File: src/rtl/morse_pkg.sv
// Shared Morse symbol codes, sequencer state encoding and the A..H letter table.
// The downstream dash/dot display stage decodes the same symbol codes.
package morse_pkg;

  localparam logic [1:0] MorseLGap = 2'h0;
  localparam logic [1:0] MorseDot  = 2'h1;
  localparam logic [1:0] MorseDash = 2'h2;

  typedef enum logic [1:0] {
    StIdle,
    StSymbol,
    StSgap,
    StLgap
  } state_e;

  // Returns {length[2:0], pattern[3:0]}; pattern is MSB-first, 1 = dash.
  function automatic logic [6:0] letter_code(input logic [2:0] letter);
    logic [6:0] code;
    case (letter)
      3'd0:    code = {3'd2, 4'b0100};
      3'd1:    code = {3'd4, 4'b1000};
      3'd2:    code = {3'd4, 4'b1010};
      3'd3:    code = {3'd3, 4'b1000};
      3'd4:    code = {3'd1, 4'b0000};
      3'd5:    code = {3'd4, 4'b0010};
      3'd6:    code = {3'd3, 4'b1100};
      default: code = {3'd4, 4'b0000};
    endcase
    return code;
  endfunction

endpackage

File: src/rtl/morse_unit_timer.sv
// Tick and unit down-counters; Expire pulses on the last cycle of a loaded duration.
// Units carries the duration in Morse units minus one (0 = 1 unit, 2 = 3 units).
module morse_unit_timer #(
  parameter int unsigned TICKS = 25_000_000
) (
  input  logic       Clock,
  input  logic       Resetn,
  input  logic       Load,
  input  logic [1:0] Units,
  output logic       Expire
);

  localparam int unsigned CNT_W = (TICKS > 1) ? $clog2(TICKS) : 1;
  localparam logic [CNT_W-1:0] TickMax = CNT_W'(TICKS - 1);

  logic [CNT_W-1:0] tick_q;
  logic [1:0]       unit_q;
  logic             run_q;

  assign Expire = run_q && (tick_q == '0) && (unit_q == 2'd0);

  always_ff @(posedge Clock or negedge Resetn) begin
    if (!Resetn) begin
      tick_q <= '0;
      unit_q <= 2'd0;
      run_q  <= 1'b0;
    end else if (Load) begin
      tick_q <= TickMax;
      unit_q <= Units;
      run_q  <= 1'b1;
    end else if (run_q) begin
      if (tick_q == '0) begin
        tick_q <= TickMax;
        if (unit_q == 2'd0) begin
          run_q <= 1'b0;
        end else begin
          unit_q <= unit_q - 2'd1;
        end
      end else begin
        tick_q <= tick_q - 1'b1;
      end
    end
  end

endmodule

File: src/rtl/morse_letter_sequencer.sv
// Plays one Morse letter (A..H) per accepted Start as timed Dot/Dash/LGap symbols.
// All outputs are registered; the first symbol appears one cycle after Start is sampled.
module morse_letter_sequencer
  import morse_pkg::*;
#(
  parameter int unsigned TICKS = 25_000_000
) (
  input  logic       Clock,
  input  logic       Resetn,
  input  logic       Start,
  input  logic [2:0] Letter,
  output logic [1:0] Morse,
  output logic       Busy,
  output logic       Done
);

  state_e     state_q, state_d;
  logic [2:0] len_q, len_d;
  logic [3:0] pat_q, pat_d;
  logic [1:0] idx_q, idx_d;
  logic [1:0] morse_d;
  logic       busy_d, done_d;
  logic       load;
  logic [1:0] units;
  logic       expire;
  logic [6:0] code;

  assign code = letter_code(Letter);

  morse_unit_timer #(
    .TICKS (TICKS)
  ) u_timer (
    .Clock  (Clock),
    .Resetn (Resetn),
    .Load   (load),
    .Units  (units),
    .Expire (expire)
  );

  always_ff @(posedge Clock or negedge Resetn) begin
    if (!Resetn) begin
      state_q <= StIdle;
      len_q   <= 3'd0;
      pat_q   <= 4'd0;
      idx_q   <= 2'd0;
      Morse   <= MorseLGap;
      Busy    <= 1'b0;
      Done    <= 1'b0;
    end else begin
      state_q <= state_d;
      len_q   <= len_d;
      pat_q   <= pat_d;
      idx_q   <= idx_d;
      Morse   <= morse_d;
      Busy    <= busy_d;
      Done    <= done_d;
    end
  end

  always_comb begin
    state_d = state_q;
    len_d   = len_q;
    pat_d   = pat_q;
    idx_d   = idx_q;
    load    = 1'b0;
    units   = 2'd0;
    unique case (state_q)
      StIdle: begin
        if (Start) begin
          len_d   = code[6:4];
          pat_d   = code[3:0];
          idx_d   = 2'd0;
          load    = 1'b1;
          units   = code[3] ? 2'd2 : 2'd0;
          state_d = StSymbol;
        end
      end
      StSymbol: begin
        if (expire) begin
          load = 1'b1;
          if (({1'b0, idx_q} + 3'd1) < len_q) begin
            units   = 2'd0;
            state_d = StSgap;
          end else begin
            units   = 2'd2;
            state_d = StLgap;
          end
        end
      end
      StSgap: begin
        if (expire) begin
          idx_d   = idx_q + 2'd1;
          load    = 1'b1;
          units   = pat_q[2'd3 - idx_d] ? 2'd2 : 2'd0;
          state_d = StSymbol;
        end
      end
      StLgap: begin
        if (expire) begin
          state_d = StIdle;
        end
      end
      default: state_d = StIdle;
    endcase
  end

  // Outputs are derived from the next state so the registered copies line up with it.
  always_comb begin
    morse_d = MorseLGap;
    if (state_d == StSymbol) begin
      morse_d = pat_d[2'd3 - idx_d] ? MorseDash : MorseDot;
    end
    busy_d = (state_d != StIdle);
    done_d = (state_q == StLgap) && (state_d == StIdle);
  end

endmodule

File: config.mk
export PLATFORM = sky130hd
export DESIGN_NAME = morse_letter_sequencer
export DESIGN_NICKNAME = d
export VERILOG_FILES = /design/src/rtl/morse_pkg.sv /design/src/rtl/morse_unit_timer.sv /design/src/rtl/morse_letter_sequencer.sv
export SDC_FILE = /design/constraint.sdc
export NUM_CORES = 1
export LEC_CHECK = 0
export CAP_MARGIN = 25
export CORE_ASPECT_RATIO = 1.25
export CORE_MARGIN = 2
export CORE_UTILIZATION = 54
export CTS_CLUSTER_DIAMETER = 80
export DETAILED_ROUTE_END_ITERATION = 12
export GPL_ROUTABILITY_DRIVEN = 0
export PLACE_DENSITY = 0.72
export REMOVE_ABC_BUFFERS = 1
export SLEW_MARGIN = 30
export SYNTH_ARGS = -nofsm -noshare
export SYNTH_HDL_FRONTEND = slang
export SYNTH_SLANG_ARGS = --single-unit
File: constraint.sdc
create_clock -name Clock -period 2.2 [get_ports Clock]
set_input_delay 0.44 -clock Clock [delete_from_list [all_inputs] [get_ports Clock]]
set_output_delay 0.44 -clock Clock [all_outputs]
set_load 0.05 [all_outputs]
---- Word-level counts from Yosys, hierarchy flattened ----
Cells that the tools add are included.
storage, ports and cells
  bits in registers ....................... 43
  bits of input ports ..................... 6
  word-level logic and storage cells ...... 83
  output and inout bits ................... 4
cells by class
  equality and inequality tests ........... 11
  reduce and logical (&&, ||, !) cells .... 14
  mux-type cells .......................... 39
  add/subtract/negate cells ............... 6
  magnitude comparators ................... 3
operators with widths
  operator                                                               count
  25-bit two-way mux                                                     3
  7-bit case mux with 7 select lines                                     1
  2-bit two-way mux                                                      18
  25-bit zero test                                                       1
  25-bit by 1-bit subtractor with 25-bit output (second input constant)  1
  3-bit == test (second input constant)                                  3
  1-bit two-way mux                                                      9
  4-bit two-way mux                                                      2
  2-bit case mux with 4 select lines                                     1
  3-bit by 2-bit == test with 1-bit output (second input constant)       2
  2-bit zero test                                                        3
  2-bit by 3-bit < comparator with 1-bit output (second input constant)  2
  2-bit case mux with 3 select lines                                     1
  2-bit nonzero test                                                     3
  1-bit binary-select mux with 2-bit select                              2
  2-bit by 1-bit == test with 1-bit output (second input constant)       2
  2-bit == test (second input constant)                                  2
  2-bit case mux with 2 select lines                                     1
  2-bit subtractor (first input constant)                                2
  2-bit by 1-bit adder with 3-bit output (second input constant)         1
  3-bit by 1-bit == test with 1-bit output (second input constant)       1
  1-bit logical AND                                                      3
  3-bit zero test                                                        1
  3-bit < comparator                                                     1
  other kinds (7)                                                        7

---- Longest topological paths before layout ----
Gate-level depths: netlist of run 1.
  depth in word-level cells ............... 10
  mapped depth ............................ 10
  gate-level depth less buffers ........... 8

---- By module ----
From an unflattened synthesis of run 1, not the netlist that was laid out.
second synthesis, totals
  cells, all modules ...................... 258
  area, all modules ....................... 2526.2 um2
by module, submodules not included
  module                  area each (um2)  cells an instance  times used  seq. area each (um2)
  morse_unit_timer        1570.3           168                1           700.7
  morse_letter_sequencer  955.9            90                 1           375.4

---- Worst setup path before layout of run 1 ----
No wires, ideal clock.
  path type ............................... reg2reg
  from .................................... register state_q[0]
  to ...................................... register u_timer.tick_q[20]
  path slack .............................. -220 ps
  required time ........................... 2066 ps
  period minus slack after synthesis ...... 2420 ps
  library setup time ...................... 134 ps
  path buffers ............................ 2
  cell stages (with the launch flop) ...... 11
  arrival ................................. 2286 ps
  cells stage by stage .................... dfrtp_1 inv_1 ha_1 buf_2 and3b_1 clkbuf_1 o2111ai_1 or4_1 or3_1 xor2_1 nand2_1
between the ends
  word-level cells in the longest chain between the ends .. 4
  elaborated cells on any way between the ends .. 7
  classes of those cells .................. 2 x eq/ne; 2 x mux; 3 x reduce/logical
RTL lines
  element                                                                           RTL line                      RTL
  start, declared                                                                   morse_letter_sequencer.sv:17  state_e state_q, state_d;
  start signal, assigned                                                            morse_letter_sequencer.sv:42  state_q <= StIdle;
  start signal, assigned                                                            morse_letter_sequencer.sv:50  state_q <= state_d;
  2-bit == test / 2-bit by 1-bit == test with 1-bit output (equally long branches)  morse_letter_sequencer.sv:67  unique case (state_q)
  2-bit OR reduction (no source line)                                               n/a
  1-bit case mux with 2 select lines *                                              morse_letter_sequencer.sv:67
  25-bit two-way mux / 2-bit nonzero test (equally long branches)                   n/a
  end signal, assigned                                                              morse_unit_timer.sv:28        tick_q <= TickMax;
  end signal, assigned                                                              morse_unit_timer.sv:33        tick_q <= TickMax;
  end signal, assigned                                                              morse_unit_timer.sv:40        tick_q <= tick_q - 1'b1;
  end, declared                                                                     morse_unit_timer.sv:16        logic [CNT_W-1:0] tick_q;
Mark *: on every way between the ends. The rest lies on a longest branch, timed or not.
A chain may end at the register's enable or synchronous reset.

---- Final worst setup path of run 1 ----
  from .................................... register u_timer.tick_q[16]
  to ...................................... register Morse[1]
between the ends
  word-level cells in the longest chain between the ends .. 10
  elaborated cells on any way between the ends .. 15
  classes of those cells .................. 1 x add/sub; 1 x eq/ne; 10 x mux; 3 x reduce/logical
RTL lines
  element                                    RTL line                       RTL
  25-bit zero test *                         morse_unit_timer.sv:20         assign Expire = run_q && (tick_q == '0) && (unit_q == 2'd0);
  1-bit logical AND * (2 in a row)           morse_unit_timer.sv:20
  2-bit two-way mux                          morse_letter_sequencer.sv:91   if (expire) begin
  2-bit case mux with 2 select lines         morse_letter_sequencer.sv:67
  2-bit subtractor                           morse_letter_sequencer.sv:111  morse_d = pat_d[2'd3 - idx_d] ? MorseDash : MorseDot;
  1-bit binary-select mux with 2-bit select  morse_letter_sequencer.sv:111
  1-bit two-way mux (implied by the code)    morse_letter_sequencer.sv:111
  2-bit two-way mux                          morse_letter_sequencer.sv:111
  2-bit two-way mux *                        morse_letter_sequencer.sv:110  if (state_d == StSymbol) begin
  named net morse_d[1]                       morse_letter_sequencer.sv:21   logic [1:0] morse_d;
  end signal, assigned                       morse_letter_sequencer.sv:46   Morse <= MorseLGap;
  end signal, assigned                       morse_letter_sequencer.sv:54   Morse <= morse_d;
  end, declared                              morse_letter_sequencer.sv:12   output logic [1:0] Morse,
The timed path passes the listed nets; every way through them passes the cells marked *. The select of a mux whose other input is x is not followed.

==> results of run 1 <==
[synth_stat cells (all sizes together) (2+ instances only)]
master / instances
dfrtp: 43
nand2: 30
nor2: 19
o21ai: 18
inv: 17
nor3: 13
ha: 10
xnor2: 10
a21oi: 8
nor4: 8
clkbuf: 7
xor2: 7
nand3: 6
or3: 5
mux2i: 4
or4: 4
and2: 3
nand4: 3
nor2b: 3
nor3b: 3
o21a: 3
and4bb: 2
buf: 2
mux2: 2
nand2b: 2
nor4b: 2
o2111ai: 2
o211ai: 2
o31a: 2
o32ai: 2
[repair_timing]
item,in CTS,in global routing
resized for setup,33,21
endpoints found under the setup margin,22,32
setup buffers,6,0
pin swaps,9,10
cloned,1,0
endpoints found under the hold margin,0,0
[power groups by stage]
stage	sequential, W	combinational [W]	clock [W]
floorplan	0.000806	0.00000942	0
global placement	0.000805	0.0000529	0
detailed placement	0.000805	0.0000533	0
CTS	0.000789	0.0000541	0.000499
global route	0.000790	0.0000598	0.000541
finish	0.000790	0.0000532	0.000488
[routing by layer]
layer  vias up  share of wire  global-route usage
met5         -              0                   0
met4         0          0.019               0.104
met3        10          0.031              0.0480
met2        48           0.55               0.511
met1      1114           0.40               0.299
li1       1096              -                   -
[how the worst max path moves through the flow]
stage,startpoint,to,cells after the start
after floorplan,u_timer.tick_q[18]$_DFFE_PN0P_,Morse[1]$_DFF_PN0_,6
after global placement,u_timer.tick_q[18]$_DFFE_PN0P_,Morse[1]$_DFF_PN0_,6
after detailed placement,Start,Morse[1]$_DFF_PN0_,7
after CTS,u_timer.tick_q[16]$_DFFE_PN0P_,Morse[1]$_DFF_PN0_,6
after global routing,u_timer.tick_q[16]$_DFFE_PN0P_,Morse[1]$_DFF_PN0_,6
final,u_timer.tick_q[16]$_DFFE_PN0P_,Morse[1]$_DFF_PN0_,7
[flip-flops by register name (all words and copies together), names as in the netlist]
signal          cells
pat_q               4
idx_q               2
u_timer.run_q       1
Busy                1
u_timer.unit_q      2
Done                1
len_q               3
u_timer.tick_q     25
state_q             2
Morse               2
[cells by family (layout without fill, tap and decap cells)]
kind of cell	after synthesis	count (layout)	synth area share
flops	43	43	0.438
buf+inv	26	116	0.0407
mux	7	7	0.0346
compound gates	49	49	0.135
fa+ha+maj	10	10	0.0509
simple gates	107	107	0.240
xor+xnor	17	17	0.0606
[layout make-up]
cell class              count  area, um2
fillers                   273        840
flip-flops and latches     43       1080
repair buffers             91        746
multi-input cells         190       1510
inverters                  17       63.8
well taps                  58       72.6
clock buffers               5       68.8
clock inverters             3       15.0
[metrics by stage]
stage / setup slack [ns] / hold WS (ns) / total power, W / instances / util
after floorplan: -0.193 / 0.144 / 0.000815 / 250 / -
after global placement: -0.239 / 0.443 / 0.000858 / 393 / 0.723
after detailed placement: -0.378 / 0.444 / 0.000859 / 393 / 0.723
after CTS: -0.231 / 0.118 / 0.00134 / 408 / 0.792
after global routing: -0.284 / 0.140 / 0.00139 / 407 / 0.809
final: -0.263 / 0.111 / 0.00133 / 407 / 0.809
[cells in the final DEF, fill, tap and decap left out, types with 3 or more instances in the layout]
cell	netlist	layout
mux2i_1	4	4
nand2_2	0	5
nand2_1	30	21
a21oi_1	8	6
nor4_2	1	3
nor3_1	11	9
clkdlybuf4s50_1	0	8
xnor2_1	10	10
dfrtp_1	43	43
and2_1	3	3
nand4_1	3	3
nor2_1	19	18
clkinv_2	0	3
buf_4	0	76
nor4_1	7	4
xor2_1	7	7
ha_1	10	8
inv_1	17	17
buf_6	0	4
clkbuf_8	0	5
nand3_2	0	3
nor2b_1	3	3
nand3_1	6	3
nand2_4	0	4
o21a_1	3	3
o21ai_0	18	16
or4_4	0	4
or3_1	5	5
==> impl_metrics.tcl, run 1 <==
set metrics [dict create \
    outcome "finished with violations" \
    violations "negative setup slack" \
    p_clk_frac 0.367 \
    ys.flop_type "dfrtp_1" \
    maxCapViolCount 0 \
    route.detailed.drc 0 \
    ys_seq_area_frac 0.438 \
    avgSynthCellArea_um2 9.49 \
    die_x_um 64.3 \
    placed_area_um2 3170 \
    coreArea_um2 4390 \
    skew_ns 0.00816 \
    powerDensity_nw_per_um2 375 \
    firstDrtPassIters 4 \
    grt_pass1_wl_mm 10.7 \
    synth.yosys.warnings 0 \
    crit_path_max_fanout 4 \
    comb_power_share 0.040 \
    clk_pin_slew_ns 0.09 \
    start_util 0.560 \
    rr_endpoint "Morse[1]$_DFF_PN0_" \
    grt_pass1_vias 2413 \
    post-route-cell-area_um2 3550 \
    crit_type "flip-flop to flip-flop" \
    grt_max_degree 23 \
    nets 364 \
    ant_nets 0 \
    finalHoldViolations 0 \
    vias 2268 \
    yosys-top-cells-area "dfrtp_1, ha_1, nand2_1" \
    clock_path_buffers 2 \
    die_h_um 79.4 \
    crit_required_ns 2.39 \
    synth_top_area_frac 0.438 \
    antenna_found_initial 0 \
    r2r-start "u_timer.tick_q[16]$_DFFE_PN0P_" \
    relSlewSlack 0.637 \
    period_share 1.12 \
    finalWirelength_mm 6.48 \
    ios 10 \
    ctsHoldBuffers 0 \
    reg2regPathDepth 7 \
    synth_seq_cells 43 \
    cp_cell_sequence "or4_4 > or3b_4 > nor3_1 > a311oi_1 > buf_4 > a211o_1 > and4bb_1" \
    yosys.area.top_type "dfrtp_1" \
    vdd_drop_max_v 0.000321 \
    area_growth_pct 44.6 \
    rsz0062_at_grt "true" \
    cp_top_family "simple AND/OR/NAND/NOR gates" \
    postSynthCellCount 259 \
    synth-edff-count 0 \
    maxSlewViolCount 0 \
    htree_levels 2 \
    synth_area_um2 2460 \
    slowest_stage "or4_4" \
    diodes 0 \
    numCtsBuffers 5 \
    hp-class "input pin to async pin" \
    max_freq_mhz 406 \
    dpl.hpwl_mm 4.43 \
    grtUsageTotal 0.271 \
    p_seq_frac 0.593 \
    drive_above_1_share 0.390 \
    timing.final.ws_setup_ns -0.263 \
    dieArea_um2 5110 \
    r2r_slack_ns -0.26 \
    power_switching_w 0.000300 \
    cts_tree "done" \
    viasPerCell 5.57 \
    port_buffers 9 \
    detail_route.wl_per_cell_um 15.9 \
    crit_buf_inv 1 \
    cts_root_buf "clkbuf_8" \
    worstPathArrival_ns 2.65 \
    p_sw_frac 0.225 \
    clkSinkCount 43 \
    grt_overflow 0 \
    rows 27 \
    cp-end-kind "flip-flop" \
    tightest_slew_ns 0.544 \
    yosys.cell_types.count 52 \
    p_int_w 0.00103 \
    leakagePower_nw 1.70 \
    startpoint_type "flip-flop" \
    clk_latency_ns 0.30 \
    min_period_ns 2.46 \
    first_iter_violations 158 \
    crit_path_max_incr_delay_ns 0.58 \
    finalSetupTns_ns -1.36 \
    async_reset_ff_frac 1.00 \
    finalSetupViolCount 19 \
]
(Power assumes the default switching activity.)
==> inputs of run 2 (changes only) <==
CELL_PAD_IN_SITES_DETAIL_PLACEMENT = 1   (was default)
CELL_PAD_IN_SITES_GLOBAL_PLACEMENT = 1   (was default)
CORE_UTILIZATION = 43   (was 54)
PLACE_DENSITY = 0.73   (was 0.72)
==> impl_metrics.tcl, run 2 (same netlist as run 1, synthesis figures left out) <==
set metrics [dict create \
    first_iter_violations 77 \
    violations "negative setup slack" \
    clock_path_buffers 2 \
    ant_nets 0 \
    dieArea_um2 6340 \
    outcome "finished with violations" \
    place_ws_ns -0.290 \
    finalWirelength_mm 8.00 \
    p_clk_frac 0.403 \
    grtUsageTotal 0.273 \
    vias 2377 \
    ios 10 \
    post-route-cell-area_um2 3450 \
    grt_overflow 0 \
    firstDrtPassIters 4 \
    fillers 625 \
    largest_register_ff_count 25 \
    final_common_cell "buf_4" \
    maxSlewViolCount 0 \
    cts_tree "done" \
    startpoint_type "flip-flop" \
    vdd_drop_max_v 0.000314 \
    cts_root_buf "clkbuf_8" \
    max_freq_mhz 410 \
    largest_registers "u_timer.tick_q (25), pat_q (4), len_q (3)" \
    ctsHoldBuffers 0 \
    p_sw_frac 0.221 \
    maxCapViolCount 0 \
    start_util 0.448 \
    multiInputGateArea_um2 1440 \
    grt_max_degree 22 \
    finalHoldViolations 0 \
    port_buffers 9 \
    timing.final.ws_setup_ns -0.237 \
    area_growth_pct 40.6 \
    register_area_um2 1080 \
    min_period_ns 2.44 \
    crit_required_ns 2.39 \
    comb_power_share 0.037 \
    nets 363 \
    r2r_slack_ns -0.24 \
    largest_register "u_timer.tick_q" \
    p_int_w 0.00110 \
    cp-end-kind "flip-flop" \
    final_cell_mix "buf_4, dfrtp_1, nand2_1" \
    r2r-start "u_timer.tick_q[18]$_DFFE_PN0P_" \
    diodes 0 \
    power_switching_w 0.000312 \
    drive_above_1_share 0.356 \
    p_seq_frac 0.560 \
    rows 30 \
    relSlewSlack 0.659 \
    clk_pin_slew_ns 0.08 \
    setup.worst_path.start "u_timer.tick_q[18]$_DFFE_PN0P_" \
    detail_route.wl_per_cell_um 19.4 \
    clk_latency_ns 0.30 \
    placed_area_um2 3150 \
    hp-class "input pin to async pin" \
    reg2regPathDepth 7 \
    route.detailed.drc 0 \
    leakagePower_nw 1.69 \
    crit_type "flip-flop to flip-flop" \
    viasPerCell 5.77 \
    skew_ns 0.00737 \
    rr_endpoint "Morse[1]$_DFF_PN0_" \
    grt_pass1_wl_mm 13.4 \
    die_x_um 71.6 \
    clkSinkCount 43 \
    grt_pass1_vias 2703 \
    dpl.hpwl_mm 4.99 \
    coreArea_um2 5480 \
    crit_path_max_fanout 5 \
    tightest_slew_ns 0.510 \
    finalSetupTns_ns -1.55 \
    htree_levels 2 \
    finalSetupViolCount 20 \
    powerDensity_nw_per_um2 408 \
    p_total_w 0.00141 \
    numCtsBuffers 5 \
    die_h_um 88.5 \
    worstPathArrival_ns 2.63 \
    rsz0062_at_grt "true" \
    period_share 1.11 \
    antenna_found_initial 0 \
]
## run 2: cell count changes in the layout (fill, tap and decap cells not counted), sizes merged
cell	delta
clkinv	-3
clkbuf	+2
## run 2: timing repair
item | in CTS | in global routing
setup buffers | 4 | 2
gates resized for setup | 16 | 16
endpoints found under the setup margin | 21 | 32
pin swaps | 5 | 8
## run 2: layout make-up
type,count,area share
tap,64,0.0232
timing repair buffer,90,0.201
inverter,17,0.0185
multi-input combinational,190,0.417
sequential,43,0.311
clock buffer,8,0.0290
## run 2: how the worst max path moves through the flow
| stage | slack, ns | depth (start not counted) | to |
|---|---|---|---|
| floorplan | -0.19 | 6 | Morse[1]$_DFF_PN0_ |
| global placement | -0.25 | 7 | u_timer.tick_q[20]$_DFFE_PN0P_ |
| detailed placement | -0.29 | 7 | u_timer.tick_q[20]$_DFFE_PN0P_ |
| CTS | -0.19 | 7 | Morse[1]$_DFF_PN0_ |
| global route | -0.34 | 10 | Morse[1]$_DFF_PN0_ |
| finish | -0.24 | 7 | Morse[1]$_DFF_PN0_ |
## run 2: routing by layer
metal  GRT usage  vias to the layer above  share of wire
met1       0.304                     1219           0.39
met2       0.528                       41           0.56
li1            -                     1103              -
met4       0.103                        0          0.018
met3      0.0296                       14          0.024
met5           0                        -              0
## run 2: power groups by stage
| stage | clock network (W) | logic, W | registers [W] |
|---|---|---|---|
| after detailed placement | 0 | 0.0000514 | 0.000805 |
| after global routing | 0.000605 | 0.0000571 | 0.000790 |
| final | 0.000568 | 0.0000515 | 0.000789 |
| after CTS | 0.000571 | 0.0000516 | 0.000789 |
| after global placement | 0 | 0.0000493 | 0.000805 |
| after floorplan | 0 | 0.00000942 | 0.000806 |
## run 2: critical path: stages (launching register included)
cell	delay [ns]
dfrtp_1	0.39
or4_4	0.58
or3b_4	0.44
nor3_4	0.22
a311oi_2	0.08
buf_4	0.17
a211o_1	0.26
and4bb_1	0.20
## run 2: per-stage QoR
step | hold WS (ns) | util | instances
after floorplan | 0.144 | - | 250
after global placement | 0.390 | 0.575 | 398
after detailed placement | 0.394 | 0.575 | 398
after CTS | 0.0723 | 0.615 | 410
after global routing | 0.0750 | 0.630 | 412
final | 0.0656 | 0.630 | 412
==> inputs of run 3 (changes only) <==
CTS_CLUSTER_DIAMETER = 200   (was 80)
==> results of run 3 <==
Final layout, timing and power as in run 2 (identical DEF).
